[src/rtl/seq_calc_pkg.sv]
// seq_calc_pkg: shared op encodings and FSM state type for seq_calc.
// No ports; imported by seq_calc and seq_calc_divu.
package seq_calc_pkg;

    localparam logic [1:0] OP_ADD = 2'b00;
    localparam logic [1:0] OP_SUB = 2'b01;
    localparam logic [1:0] OP_MUL = 2'b10;
    localparam logic [1:0] OP_DIV = 2'b11;

    typedef enum logic [1:0] {
        ST_IDLE = 2'd0,
        ST_DIV  = 2'd1,
        ST_DONE = 2'd2
    } state_t;

endpackage

[src/rtl/seq_calc_divu.sv]
// seq_calc_divu: unsigned WIDTH-bit iterative restoring divider, one bit/cycle.
// Ports: clk, rst (sync, high), start, dividend, divisor -> busy, done, quotient, remainder.
module seq_calc_divu
    import seq_calc_pkg::*;
#(
    parameter int WIDTH = 8
) (
    input  logic             clk,
    input  logic             rst,
    input  logic             start,
    input  logic [WIDTH-1:0] dividend,
    input  logic [WIDTH-1:0] divisor,
    output logic             busy,
    output logic             done,
    output logic [WIDTH-1:0] quotient,
    output logic [WIDTH-1:0] remainder
);

    localparam int CW = $clog2(WIDTH);

    logic [CW-1:0]    cnt;
    logic [WIDTH-1:0] dvs_q;
    logic [WIDTH-1:0] rem_in;
    logic [WIDTH-1:0] quo_in;
    logic [WIDTH-1:0] dvs_in;
    logic [WIDTH-1:0] rem_nx;
    logic [WIDTH-1:0] quo_nx;
    logic [WIDTH:0]   part;
    logic [WIDTH:0]   diff;

    // The first step is taken on the start edge itself, so the
    // quotient is final WIDTH-1 edges later and done pulses then.
    always_comb begin
        rem_in = start ? '0 : remainder;
        quo_in = start ? dividend : quotient;
        dvs_in = start ? divisor : dvs_q;
        part   = {rem_in, quo_in[WIDTH-1]};
        diff   = part - {1'b0, dvs_in};
        // rem < divisor keeps part - divisor below 2^WIDTH, so the
        // top bit of diff is a pure borrow flag.
        if (!diff[WIDTH]) begin
            rem_nx = diff[WIDTH-1:0];
            quo_nx = {quo_in[WIDTH-2:0], 1'b1};
        end else begin
            rem_nx = part[WIDTH-1:0];
            quo_nx = {quo_in[WIDTH-2:0], 1'b0};
        end
    end

    always_ff @(posedge clk) begin
        if (rst) begin
            busy      <= 1'b0;
            done      <= 1'b0;
            cnt       <= '0;
            dvs_q     <= '0;
            quotient  <= '0;
            remainder <= '0;
        end else begin
            done <= 1'b0;
            if (start) begin
                quotient  <= quo_nx;
                remainder <= rem_nx;
                dvs_q     <= divisor;
                cnt       <= '0;
                busy      <= 1'b1;
            end else if (busy) begin
                quotient  <= quo_nx;
                remainder <= rem_nx;
                cnt       <= cnt + 1'b1;
                if (cnt == CW'(WIDTH - 2)) begin
                    busy <= 1'b0;
                    done <= 1'b1;
                end
            end
        end
    end

endmodule

[src/rtl/seq_calc.sv]
// seq_calc: clocked signed add/sub/mul/div with valid/ready on both sides.
// Ports: clk, rst, in_valid/in_ready, a, b, op -> out_valid/out_ready,
// result, div_by_zero; rem only when SEQ_CALC_REM_EN is defined.
module seq_calc
    import seq_calc_pkg::*;
#(
    parameter int WIDTH = 8
) (
    input  logic                      clk,
    input  logic                      rst,
    input  logic                      in_valid,
    output logic                      in_ready,
    input  logic signed [WIDTH-1:0]   a,
    input  logic signed [WIDTH-1:0]   b,
    input  logic [1:0]                op,
    output logic                      out_valid,
    input  logic                      out_ready,
    output logic signed [2*WIDTH-1:0] result,
`ifdef SEQ_CALC_REM_EN
    output logic signed [WIDTH-1:0]   rem,
`endif
    output logic                      div_by_zero
);

    state_t state;

    logic                      accept;
    logic                      div_start;
    logic                      div_busy;
    logic                      div_done;
    logic [WIDTH-1:0]          div_q;
    logic [WIDTH-1:0]          div_r;
    logic [WIDTH-1:0]          a_abs;
    logic [WIDTH-1:0]          b_abs;
    logic signed [2*WIDTH-1:0] a_ext;
    logic signed [2*WIDTH-1:0] b_ext;
    logic signed [2*WIDTH-1:0] q_ext;
    logic signed [2*WIDTH-1:0] q_res;
    logic                      sign_q;
    logic                      unused_div;

    assign in_ready  = (state == ST_IDLE);
    assign accept    = in_valid && in_ready;
    assign div_start = accept && (op == OP_DIV) && (b != '0);

    assign a_ext = {{WIDTH{a[WIDTH-1]}}, a};
    assign b_ext = {{WIDTH{b[WIDTH-1]}}, b};

    // |-2^(WIDTH-1)| wraps to 2^(WIDTH-1), which is exact as unsigned.
    assign a_abs = a[WIDTH-1] ? (~a + WIDTH'(1)) : a;
    assign b_abs = b[WIDTH-1] ? (~b + WIDTH'(1)) : b;

    // Quotient magnitude is unsigned, so zero-extend before negating.
    assign q_ext = {{WIDTH{1'b0}}, div_q};
    assign q_res = sign_q ? -q_ext : q_ext;

`ifdef SEQ_CALC_REM_EN
    logic                    sign_r;
    logic signed [WIDTH-1:0] r_res;

    assign r_res      = sign_r ? -$signed(div_r) : $signed(div_r);
    assign unused_div = div_busy;
`else
    assign unused_div = div_busy ^ (^div_r);
`endif

    seq_calc_divu #(
        .WIDTH(WIDTH)
    ) u_divu (
        .clk      (clk),
        .rst      (rst),
        .start    (div_start),
        .dividend (a_abs),
        .divisor  (b_abs),
        .busy     (div_busy),
        .done     (div_done),
        .quotient (div_q),
        .remainder(div_r)
    );

    always_ff @(posedge clk) begin
        if (rst) begin
            state       <= ST_IDLE;
            out_valid   <= 1'b0;
            result      <= '0;
            div_by_zero <= 1'b0;
            sign_q      <= 1'b0;
`ifdef SEQ_CALC_REM_EN
            sign_r      <= 1'b0;
            rem         <= '0;
`endif
        end else begin
            unique case (state)
                ST_IDLE: begin
                    if (accept) begin
                        div_by_zero <= 1'b0;
`ifdef SEQ_CALC_REM_EN
                        rem         <= '0;
`endif
                        unique case (op)
                            OP_ADD: begin
                                result    <= a_ext + b_ext;
                                out_valid <= 1'b1;
                                state     <= ST_DONE;
                            end
                            OP_SUB: begin
                                result    <= a_ext - b_ext;
                                out_valid <= 1'b1;
                                state     <= ST_DONE;
                            end
                            OP_MUL: begin
                                result    <= a_ext * b_ext;
                                out_valid <= 1'b1;
                                state     <= ST_DONE;
                            end
                            OP_DIV: begin
                                if (b == '0) begin
                                    result      <= '0;
                                    div_by_zero <= 1'b1;
                                    out_valid   <= 1'b1;
                                    state       <= ST_DONE;
                                end else begin
                                    sign_q <= a[WIDTH-1] ^ b[WIDTH-1];
`ifdef SEQ_CALC_REM_EN
                                    sign_r <= a[WIDTH-1];
`endif
                                    state  <= ST_DIV;
                                end
                            end
                        endcase
                    end
                end
                ST_DIV: begin
                    if (div_done) begin
                        result    <= q_res;
`ifdef SEQ_CALC_REM_EN
                        rem       <= r_res;
`endif
                        out_valid <= 1'b1;
                        state     <= ST_DONE;
                    end
                end
                ST_DONE: begin
                    if (out_ready) begin
                        out_valid <= 1'b0;
                        state     <= ST_IDLE;
                    end
                end
                default: state <= ST_IDLE;
            endcase
        end
    end

endmodule

[config.mk]
export PLATFORM = sky130hd
export DESIGN_NAME = seq_calc
export DESIGN_NICKNAME = d
export VERILOG_FILES = /design/src/rtl/seq_calc_pkg.sv /design/src/rtl/seq_calc_divu.sv /design/src/rtl/seq_calc.sv
export SDC_FILE = /design/constraint.sdc
export NUM_CORES = 1
export LEC_CHECK = 0
export CORE_MARGIN = 8
export CORE_UTILIZATION = 30
export DETAILED_ROUTE_END_ITERATION = 10
export GPL_ROUTABILITY_DRIVEN = 0
export PLACE_DENSITY = 0.43
export RECOVER_POWER = 50
export SLEW_MARGIN = 15
export SYNTH_ARGS = -nofsm -noshare
export SYNTH_HDL_FRONTEND = slang
export SYNTH_SLANG_ARGS = --single-unit
[constraint.sdc]
create_clock -name clk -period 13.3 [get_ports clk]
set_input_delay 2.66 -clock clk [delete_from_list [all_inputs] [get_ports clk]]
set_output_delay 2.66 -clock clk [all_outputs]
set_load 0.02 [all_outputs]
**Word-level counts from Yosys, hierarchy flattened**

Index checks and enable logic that the tools add are counted.

- Add/subtract/negate cells: 7
- $mul: 1
- Equal/unequal tests: 10
- Muxes and demuxes: 35
- Bitwise operators: 5
- Reductions and logical operators: 18

Operator list:

| kind | number |
|---|---|
| 2-to-1 mux 8 bit | 10 |
| 2-to-1 mux 16 bit | 4 |
| case mux 16 bit (4 select lines) | 1 |
| case mux 16 bit (2 select lines) | 1 |
| adder 8 x 2 -> 8 bit, second input constant | 2 |
| multiplier 8 x 8 -> 16 bit | 1 |
| negator 8 -> 16 bit | 1 |
| NOT 8 bit | 2 |
| 2-to-1 mux 1 bit | 11 |
| adder 8 x 8 -> 9 bit | 1 |
| subtractor 8 x 8 -> 9 bit | 1 |
| subtractor 9 x 8 -> 9 bit | 1 |
| zero test 8 bit | 1 |
| 2-to-1 mux 2 bit | 4 |
| AND reduction 4 bit | 2 |
| nonzero test 8 bit | 1 |
| == test 2 bit, second input constant | 3 |
| case mux 2 bit (3 select lines) | 1 |
| OR reduction 3 bit | 2 |
| AND reduction 5 bit | 1 |
| == test 2 x 1 -> 1 bit, second input constant | 2 |
| zero test 2 bit | 2 |
| inequality test 2 x 1 -> 1 bit, second input constant | 2 |
| case mux 2 bit (2 select lines) | 1 |
| other kinds (14) | 18 |

- Flip-flop bits (word level): 50
- Input port bits: 22
- Output and inout port bits: 19
- Logic and storage cells: 87

**Logic depth before layout (Yosys ltp)**

- Word-level depth: 9
- Mapped depth: 19
- Gate-level depth less buffers: 18

**Hierarchy**

From an unflattened synthesis, not the netlist that was laid out.

- Cells, all modules: 785
- Area total of the unflattened synthesis: 6388.6 um^2

Modules (own cells, without submodules):

| module | instances | cells each | area an instance (um^2) | seq. area each (um^2) |
|---|---|---|---|---|
| seq_calc | 1 | 600 | 4735.8 | 420.4 |
| seq_calc_divu | 1 | 185 | 1652.8 | 580.6 |

**Worst setup path after synthesis**

OpenSTA, ideal clock, no wires.

- Kind: input-to-reg
- Start: input a[7]
- End: register result[14]
- Setup time: 0.079 ns
- Data arrival time: 7.214 ns
- Data required time: 13.221 ns
- Path slack: 6.007 ns
- Stages: 17
- Path buffers: 1
- Cell sequence: clkbuf_1 > clkinv_1 > nor2_1 > fa_1 > fa_1 > fa_1 > inv_1 > fa_1 > inv_1 > ha_1 > o21ai_1 > nor2_2 > a311o_1 > or4_1 > a31oi_1 > o21ai_1 > a211oi_2

- Cells in the longest elaborated chain, start to end: 4
- Elaborated cells between the ends (all ways): 6
- Those cells by class: 2 x add/sub; 1 x mul; 3 x mux

Ends and longest elaborated chain:

| what | RTL line | RTL |
|---|---|---|
| from (decl) | seq_calc.sv:13 | `input logic signed [WIDTH-1:0] a,` |
| multiplier 8 x 8 -> 16 bit, or another cell as far along | seq_calc.sv:112 | `result <= a_ext * b_ext;` |
| case mux 16 bit (4 select lines) (*) | seq_calc.sv:100 | `unique case (op)` |
| 2-to-1 mux 16 bit (*) | seq_calc.sv:95 | `if (accept) begin` |
| case mux 16 bit (2 select lines) (*) | seq_calc.sv:93 | `unique case (state)` |
| to (signal assigned) | seq_calc.sv:102 | `result <= a_ext + b_ext;` |
| to (signal assigned) | seq_calc.sv:107 | `result <= a_ext - b_ext;` |
| to (signal assigned) | seq_calc.sv:112 |  |
| to (decl) | seq_calc.sv:18 | `output logic signed [2*WIDTH-1:0] result,` |

Every way passes the cells marked *; elsewhere a longest branch is shown, timed or not. The select of a mux whose other input is x is not followed.
A chain may end at the register's enable or synchronous reset.

**Worst setup path in the final report**

- Start: input b[1]
- End: register u_divu.remainder[1]

- Cells in the longest elaborated chain, start to end: 8
- Elaborated cells between the ends (all ways): 13
- Those cells by class: 2 x add/sub; 7 x mux; 1 x bitwise; 3 x reduce/logical

Ends and longest elaborated chain:

| what | RTL line | RTL |
|---|---|---|
| from (decl) | seq_calc.sv:14 | `input logic signed [WIDTH-1:0] b,` |
| NOT 8 bit | seq_calc.sv:51 | `assign b_abs = b[WIDTH-1] ? (~b + WIDTH'(1)) : b;` |
| adder 8 x 2 -> 8 bit | seq_calc.sv:51 |  |
| 2-to-1 mux 8 bit | seq_calc.sv:51 |  |
| 2-to-1 mux 8 bit | n/a |  |
| subtractor 9 x 8 -> 9 bit | seq_calc_divu.sv:38 | `diff = part - {1'b0, dvs_in};` |
| 2-to-1 mux 8 bit | seq_calc_divu.sv:41 | `if (!diff[WIDTH]) begin` |
| 2-to-1 mux 8 bit | seq_calc_divu.sv:66 | `end else if (busy) begin` |
| 2-to-1 mux 8 bit | seq_calc_divu.sv:60 | `if (start) begin` |
| to (signal assigned) | seq_calc_divu.sv:62 | `remainder <= rem_nx;` |
| to (signal assigned) | seq_calc_divu.sv:68 | `remainder <= rem_nx;` |
| to (decl) | seq_calc_divu.sv:16 | `output logic [WIDTH-1:0] remainder` |

Several ways; a longest one is shown, not always the timed one. The select of a mux whose other input is x is not followed.

==> out/metrics.csv <==
metric;value;unit
run_status;finished clean;
holdPathStages;2;
hold_viol;0;
final_cell_area;7010;µm²
cts.sinks;50;
final_util;33.7;%
synth_ff_type;dfxtp_1;
post_dp_cell_area;6870;µm²
dp_hpwl;14.9;mm
gr-total-overflow;0;
period_share;62.7;%
grt_usage;14.8;%
port_buffers;40;
slew_headroom;19.4;%
start_util;30.2;%
cts_root_buf;clkbuf_16;
die_y;161;µm
cp_top_family;compound AO/OA/AOI/OAI gates;
synth_top_area_share;18.5;%
syn_inst;762;
yosys.area.top_type;fa_1;
final_net_count;921;
startpoint;b[1];
p_leak;3.01;nW
p_per_area;134;nW/µm²
post_drt_via_cell_ratio;4.98;
drc;0;
avgSynthCellArea;8.25;µm²
syn_area;6290;µm²
min_from;u_divu.remainder[4];
detailroute.via_count;5262;
crit_arrival;8.55;ns
pre_cts_ws;4.78;ns
core_area;20800;µm²
drt_iter0_markers;293;
clock_path_buffers;2;
finalPower;940;µW
path_cells;dlygate4sd3_1 > inv_1 > ha_1 > a41oi_1 > nand3_1 > a21oi_1 > ha_1 > inv_1 > fa_1 > a21o_1 > a21oi_2 > o21ai_1 > a31oi_2 > xor2_2 > mux2i_1 > a211oi_1;
maxSlewViolCount;0;
ys_seq_area_share;15.9;%
skew;0.00537;ns
max_stage_delay;0.94;ns
min_period;8.33;ns
path_class;in -> reg;
worst_pin_slew;1.21;ns
async_reset_ff_share;0;%
cap_violations;0;
critical_path_buf_inv_count;3;
clock_latency;0.30;ns
n_antenna_cell;0;
hold_class;reg -> reg;
drive_above_1_share;4.22;%
wl_per_cell;17.7;µm
grt_pass1_wl;30.7;mm
end_kind;flip-flop;
worst_ir_drop_vdd;0.0534;mV
syn_nets;902;
path_clk_slew;0.08;ns
fmax;0.120;GHz
rsz0062_at_grt;no;
final_common_cell;inv_1;
cp.depth;16;
fin_ws;4.97;ns
firstDrtPassIters;4;
syn2layout_area_growth;11.5;%
layout_common_cells;inv_1, nor2_1, ha_1, fa_1, nand2_1;
ctsHoldBuffers;0;
htree_levels;2;
ys_types;72;
io_pins;41;
routed_wl;18.7;mm
postCtsSetupRepairBufs;0;
die_w;161;µm
synth_edf_count;0;
numCtsBuffers;5;
required;13.51;ns
dieArea;25800;µm²
fin_setup_tns;0;ns
yosys_warnings;0;
grt_max_degree;41;
antenna_found_initial;0;
rr_worst_depth;13;
grt_pass1_vias;5591;
cts_tree;built;
ctsResizeCount;0;
reg2reg_from;state[1];
setup_viol;0;
start_kind;primary input;
cp_max_fo;33;
rows;53;
critPathSlowestCell;nand3_1;
ys_seq_elements;50;
drtAntennaViolNets;0;
ys_top_cells_by_area;fa_1, dfxtp_1, ha_1;
final timing paths:
kind / endpoint / slack (ns)
worst max-delay path: u_divu.remainder[1] / 4.97
worst min register to register: u_divu.remainder[4] / 0.45
worst max register to register: u_divu.remainder[1] / 8.71
worst min-delay path: u_divu.remainder[4] / 0.45
power breakdown:
group,leakage [nW],internal [mW],switching (mW),total [mW]
sequential,0.408,0.162,0.0106,0.173
clock,0.0759,0.0720,0.0652,0.137
combinational,2.52,0.249,0.381,0.630
cell usage after synthesis (all sizes together) (2+ instances only):
library cell  instances
nor2                 77
xor2                 14
a2111oi               3
o211ai               11
nor4b                 2
buf                   7
or2                   2
o221ai                2
clkinv                3
o21ai                37
nor2b                 7
a21oi                40
fa                   58
nand2b                6
xnor2                26
mux2i                 9
nor4                  2
inv                 117
a211oi               28
ha                   60
a211o                 2
o311ai                2
o31ai                 7
nand2                56
nand3                12
a311o                 3
and2                 32
a311oi                4
o21bai                4
or3                   7
a21o                  7
dfxtp                50
nand3b                2
a31oi                 7
o21a                  3
nor3                 11
clkbuf               23
metrics by stage:
step	instances	hold WS [ns]
floorplan	762	0.423
global placement	1049	0.435
detailed placement	1049	0.438
CTS	1057	0.448
global route	1057	0.477
finish	1057	0.446
kinds of logic (layout without fill, tap and decap cells):
| family | after synthesis | count (layout) | share of synthesized area (%) |
|---|---|---|---|
| simple gates | 226 | 226 | 17.6 |
| compound gates | 169 | 169 | 18.9 |
| xor+xnor | 40 | 40 | 5.69 |
| buf+inv | 150 | 170 | 10.0 |
| flops | 50 | 50 | 15.9 |
| fa+ha+maj | 118 | 118 | 30.4 |
| mux | 9 | 9 | 1.43 |
per-layer routing:
layer,track usage [%],vias to the layer above,part of all wire (%)
met5,0,-,0
met1,19.8,2597,48
met3,2.15,18,2.9
met2,24.7,71,48
met4,2.90,0,1.7
li1,-,2576,-
worst register-to-register path, cell delays in order, from the launching register on:
cell and delay, ns:
dfxtp_1 0.39, nor2_1 0.20, nand3_1 0.86, a21oi_1 0.57, ha_1 0.24, inv_1 0.06
fa_1 0.39, a21o_1 0.18, a21oi_2 0.22, o21ai_1 0.10, a31oi_2 0.25, xor2_2 0.59
mux2i_1 0.20, a211oi_1 0.26
registers in the layout, indices dropped and copies added, names as in the netlist:
register          count
out_valid             1
state                 2
u_divu.dvs_q          8
result               16
u_divu.cnt            3
u_divu.remainder      8
u_divu.quotient       8
div_by_zero           1
u_divu.done           1
u_divu.busy           1
sign_q                1
cell type report:
type / count / area (µm²)
Sequential cell: 50 / 1000
Clock buffer: 5 / 125
Fill cell: 2246 / 13800
Clock inverter: 3 / 28.8
Timing Repair Buffer: 42 / 415
Inverter: 120 / 450
Multi-Input combinational cell: 562 / 4640
Tap cell: 275 / 344
No activity file was read; power rests on OpenSTA's default activity.
==> patch 1 (same settings) <==
`WIDTH` is set to 8 in 2 places; all go to 4.
--- a/src/rtl/seq_calc_divu.sv
+++ b/src/rtl/seq_calc_divu.sv
@@ -5,3 +5,3 @@
 #(
-    parameter int WIDTH = 8
+    parameter int WIDTH = 4
 ) (
--- a/src/rtl/seq_calc.sv
+++ b/src/rtl/seq_calc.sv
@@ -6,3 +6,3 @@
 #(
-    parameter int WIDTH = 8
+    parameter int WIDTH = 4
 ) (
Ports: changed (resized a, b and result); port bits go from 41 to 25. No check against the original RTL was run, so the function may have changed too.
==> patch 1 against the unedited design <==
- die area decreased by 53%
- combinational power down 82%
- power fell by 70%
- sequential cell count shrank 21
- count of clock-buffer cells in the layout is 2 higher
- setup slack improved by 1.4 ns
- wire length shrank 64%
- synthesized area decreased by 58%
- final area fell by 56%
- sequential share of layout area up 4.7 points
==> patch 1: results (changes against the unedited design) <==
Share of layout cells above drive strength 1 - 4.64% (was 4.22%)
Hold slack - 0.451 ns (was 0.446 ns)
Static Leakage - 1.29 nW (was 3.01 nW)
Arr. time, crit path - 7.10 ns (was 8.55 ns)
Vias in the first global route - 2298 (was 5591)
Worst Tran Pin Value - 0.977 ns (was 1.21 ns)
Mux contribution to synthesized area - 4.56% (was 1.43%)
# placed instances - 446 (was 1049)
Post-Synth XOR/XNOR Area - 3.62% (was 5.69%)
Clock latency on the worst-skew pair - 0.28 ns (was 0.30 ns)
First-pass GRT wire length - 11600 um (was 30700 um)
Placed standard-cell area - 2990 um2 (was 6870 um2)
Final #Nets - 401 (was 921)
Count of input and output buffers - 24 (was 40)
Final worst-path cycle share - 52.0% (was 62.7%)
Worst-path clk slew - 0.06 ns (was 0.08 ns)
Clk root buf - clkbuf_8 (was clkbuf_16)
Fillcell total - 961 (was 2246)
Crit Path Max Fanout - 20 (was 33)
Global Route Usage Sum - 12.2% (was 14.8%)
CP peak stage delay - 0.67 ns (was 0.94 ns)
Reg2reg setup slack - 9.44 ns (was 8.71 ns)
Post-synthesis cell type count - 54 (was 72)
Worst slack, placed - 6.45 ns (was 4.78 ns)
Post-Route WL - 6840 um (was 18700 um)
Met1 wire length - 3440 um (was 8930 um)
Met2 GRT Util - 20.3% (was 24.7%)
CP top delay family - buffers and inverters (was compound AO/OA/AOI/OAI gates)
Met3 GRT Util - 2.33% (was 2.15%)
Status - finished clean (unchanged)
1st-pass router iterations - 5 (was 4)
Wirelength per Cell - 15.1 um (was 17.7 um)
Synth Area in Compound Gates - 20.9% (was 18.9%)
Synth Area in Adders - 23.1% (was 30.4%)
Met2 WL - 3100 um (was 8940 um)
Pin count of the biggest net entering global routing - 30 (was 41)
Vias - 2247 (was 5262)
1st-iter DRT viols - 70 (was 293)
Post-synthesis sequential area ratio - 21.8% (was 15.9%)
DP HPWL - 5440 um (was 14900 um)
Final setup skew - 0.00288 ns (was 0.00537 ns)
Top cells by area, synth - dfxtp_1 22%, ha_1 14%, fa_1 9.0% (was fa_1 18%, dfxtp_1 16%, ha_1 12%)
-- patch 1: changes by cell type in the layout (fill, tap and decap cells not counted), moves of 21 or more --
cell	delta
dfxtp_1	-21
nand2_1	-31
nor2_1	-37
inv_1	-79
fa_1	-46
ha_1	-30
and2_1	-29
-- patch 1: path summary, 6_finish.rpt --
kind,from,end,cells past startpoint
hold reg to reg,result[0],result[0],2
setup / recovery,b[1],u_divu.remainder[2],16
hold / removal,result[0],result[0],2
setup reg to reg,state[1],u_divu.remainder[2],13
-- patch 1: where the power goes --
group	switching (W)	total [W]	internal (W)	leakage, nW
Combinational	0.0000624	0.000111	0.0000487	1.00
Clock	0.0000337	0.0000747	0.0000410	0.0443
Sequential	0.00000601	0.0000989	0.0000929	0.237
-- patch 1: final cells by class --
type	instances	area (um2)	share of cell area, %
clock buffer	7	86.3	2.82
inverter	37	139	4.53
multi-input combinational	247	1890	61.5
sequential	29	581	18.9
tap	108	135	4.41
timing repair buffer	25	239	7.80
==> patch 2 (config.mk and constraints unchanged) <==
Without the edit above. Re-encode `state_t` (3 states) as one-hot, 3 bits wide.
--- a/src/rtl/seq_calc_pkg.sv
+++ b/src/rtl/seq_calc_pkg.sv
@@ -9,6 +9,6 @@
 
-    typedef enum logic [1:0] {
-        ST_IDLE = 2'd0,
-        ST_DIV  = 2'd1,
-        ST_DONE = 2'd2
+    typedef enum logic [2:0] {
+        ST_IDLE = 3'b001,
+        ST_DIV  = 3'b010,
+        ST_DONE = 3'b100
     } state_t;
Formal check against the unedited RTL: same outputs for any inputs over 10 cycles, from zero or initial values and one cycle with rst high; not proved beyond that.
==> patch 2 against the unedited design <==
- the run now ends with max-capacitance violations, max-slew violations left
- critical path type unchanged
- setup slack worse by 0.14 ns
- wire length grew 13%
- critical path depth rose by 1
- sequential cell count increased by 1
- synthesized area is 8.4% higher
- power grew 3.6%
- final area grew 7.5%
- synthesized cell count is 11% higher
==> patch 2: results (changes against the unedited design) <==
DP HPWL - 16600 um (was 14900 um)
Worst slack, placed - 4.95 ns (was 4.78 ns)
Slowest cell on crit path - nand2_1 (was nand3_1)
CP peak stage delay - 1.11 ns (was 0.94 ns)
Hold slack - 0.449 ns (was 0.446 ns)
Placed standard-cell area - 7400 um2 (was 6870 um2)
Pin count of the biggest net entering global routing - 43 (was 41)
Final max-slew violation count - 43 (was 0)
Worst hold endpoint - result[4] (was u_divu.remainder[4])
Static Leakage - 3.17 nW (was 3.01 nW)
Vias - 5932 (was 5262)
Arr. time, crit path - 8.66 ns (was 8.55 ns)
1st-iter DRT viols - 279 (was 293)
Global Route Usage Sum - 15.5% (was 14.8%)
Worst Tran Pin Value - 2.23 ns (was 1.21 ns)
Post-synthesis sequential area ratio - 15.0% (was 15.9%)
# Max-Cap Violations - 2 (was 0)
Worst r2r dst - u_divu.remainder[5] (was u_divu.remainder[1])
Vias in the first global route - 6223 (was 5591)
Top cells by area, synth - fa_1 17%, dfxtp_1 15%, ha_1 11% (was fa_1 18%, dfxtp_1 16%, ha_1 12%)
Final #Nets - 998 (was 921)
Final setup skew - 0.00640 ns (was 0.00537 ns)
First-pass GRT wire length - 34600 um (was 30700 um)
Worst hold start - result[4] (was u_divu.remainder[4])
Status - complete, but fails checks (was finished clean)
Failing checks - max-capacitance violations, max-slew violations
[patch 2: cell count changes after synthesis, moves of 8 or more]
cell / change
a211oi_1: -11
o21ai_1: -12
o21ai_0: +18
xor2_1: -8
nor2_1: +12
[patch 2: power by group through the flow]
stage          registers (W)  clock network [W]  logic [W]
6_report            0.000178           0.000151   0.000644
5_1_grt             0.000180           0.000164   0.000732
4_1_cts             0.000178           0.000158   0.000656
3_5_place_dp        0.000182                  0   0.000650
3_3_place_gp        0.000182                  0   0.000656
2_1_floorplan       0.000183                  0   0.000461
[patch 2: layout make-up]
| type | instances | area [um2] |
|---|---|---|
| clock buffer | 5 | 125 |
| clock inverter | 2 | 37.5 |
| fill | 2424 | 14900 |
| inverter | 122 | 458 |
| multi-input combinational | 632 | 5100 |
| sequential | 51 | 1020 |
| tap | 285 | 357 |
| timing repair buffer | 46 | 437 |
[patch 2: cell families (layout without fill, tap and decap cells)]
| group | count (synthesis) | in the layout | share of synthesized area [%] |
|---|---|---|---|
| and+or+nand+nor | 263 | 263 | 19.5 |
| AOI/OAI and AO/OA | 202 | 202 | 20.7 |
| buffers and inverters | 163 | 175 | 9.88 |
| adders and majority gates | 118 | 118 | 28.1 |
| DFF | 51 | 51 | 15.0 |
| xor gates and xnor gates | 32 | 32 | 4.22 |
| muxes | 17 | 17 | 2.61 |
[patch 2: worst max-delay path by stage]
stage	end	depth (start not counted)	slack, ns
2_1_floorplan	result[13]	16	6.22
3_3_place_gp	result[13]	16	4.90
3_5_place_dp	result[13]	16	4.95
4_1_cts	result[13]	16	5.25
5_1_grt	u_divu.remainder[5]	17	4.27
6_report	u_divu.remainder[5]	17	4.82
[patch 2: worst max-delay path: cells and delay by family]
kind / cells / cell delay [ns]
and+or+nand+nor: 4 / 2.15
AOI/OAI and AO/OA: 7 / 1.96
buffers and inverters: 3 / 0.99
adders and majority gates: 3 / 0.89
[patch 2: routing by layer]
| layer | vias to the layer above | track usage [%] | wire length [um] |
|---|---|---|---|
| met4 | 0 | 2.82 | 239 |
| li1 | 2913 | - | - |
| met5 | - | 0 | 0 |
| met1 | 2901 | 19.9 | 9980 |
| met3 | 16 | 1.96 | 593 |
| met2 | 102 | 27.5 | 10400 |
[patch 2: stage by stage]
| step | util [%] | instances |
|---|---|---|
| floorplan | - | 846 |
| global placement | 33.0 | 1136 |
| detailed placement | 33.0 | 1136 |
| CTS | 33.7 | 1143 |
| global route | 33.6 | 1143 |
| finish | 33.6 | 1143 |
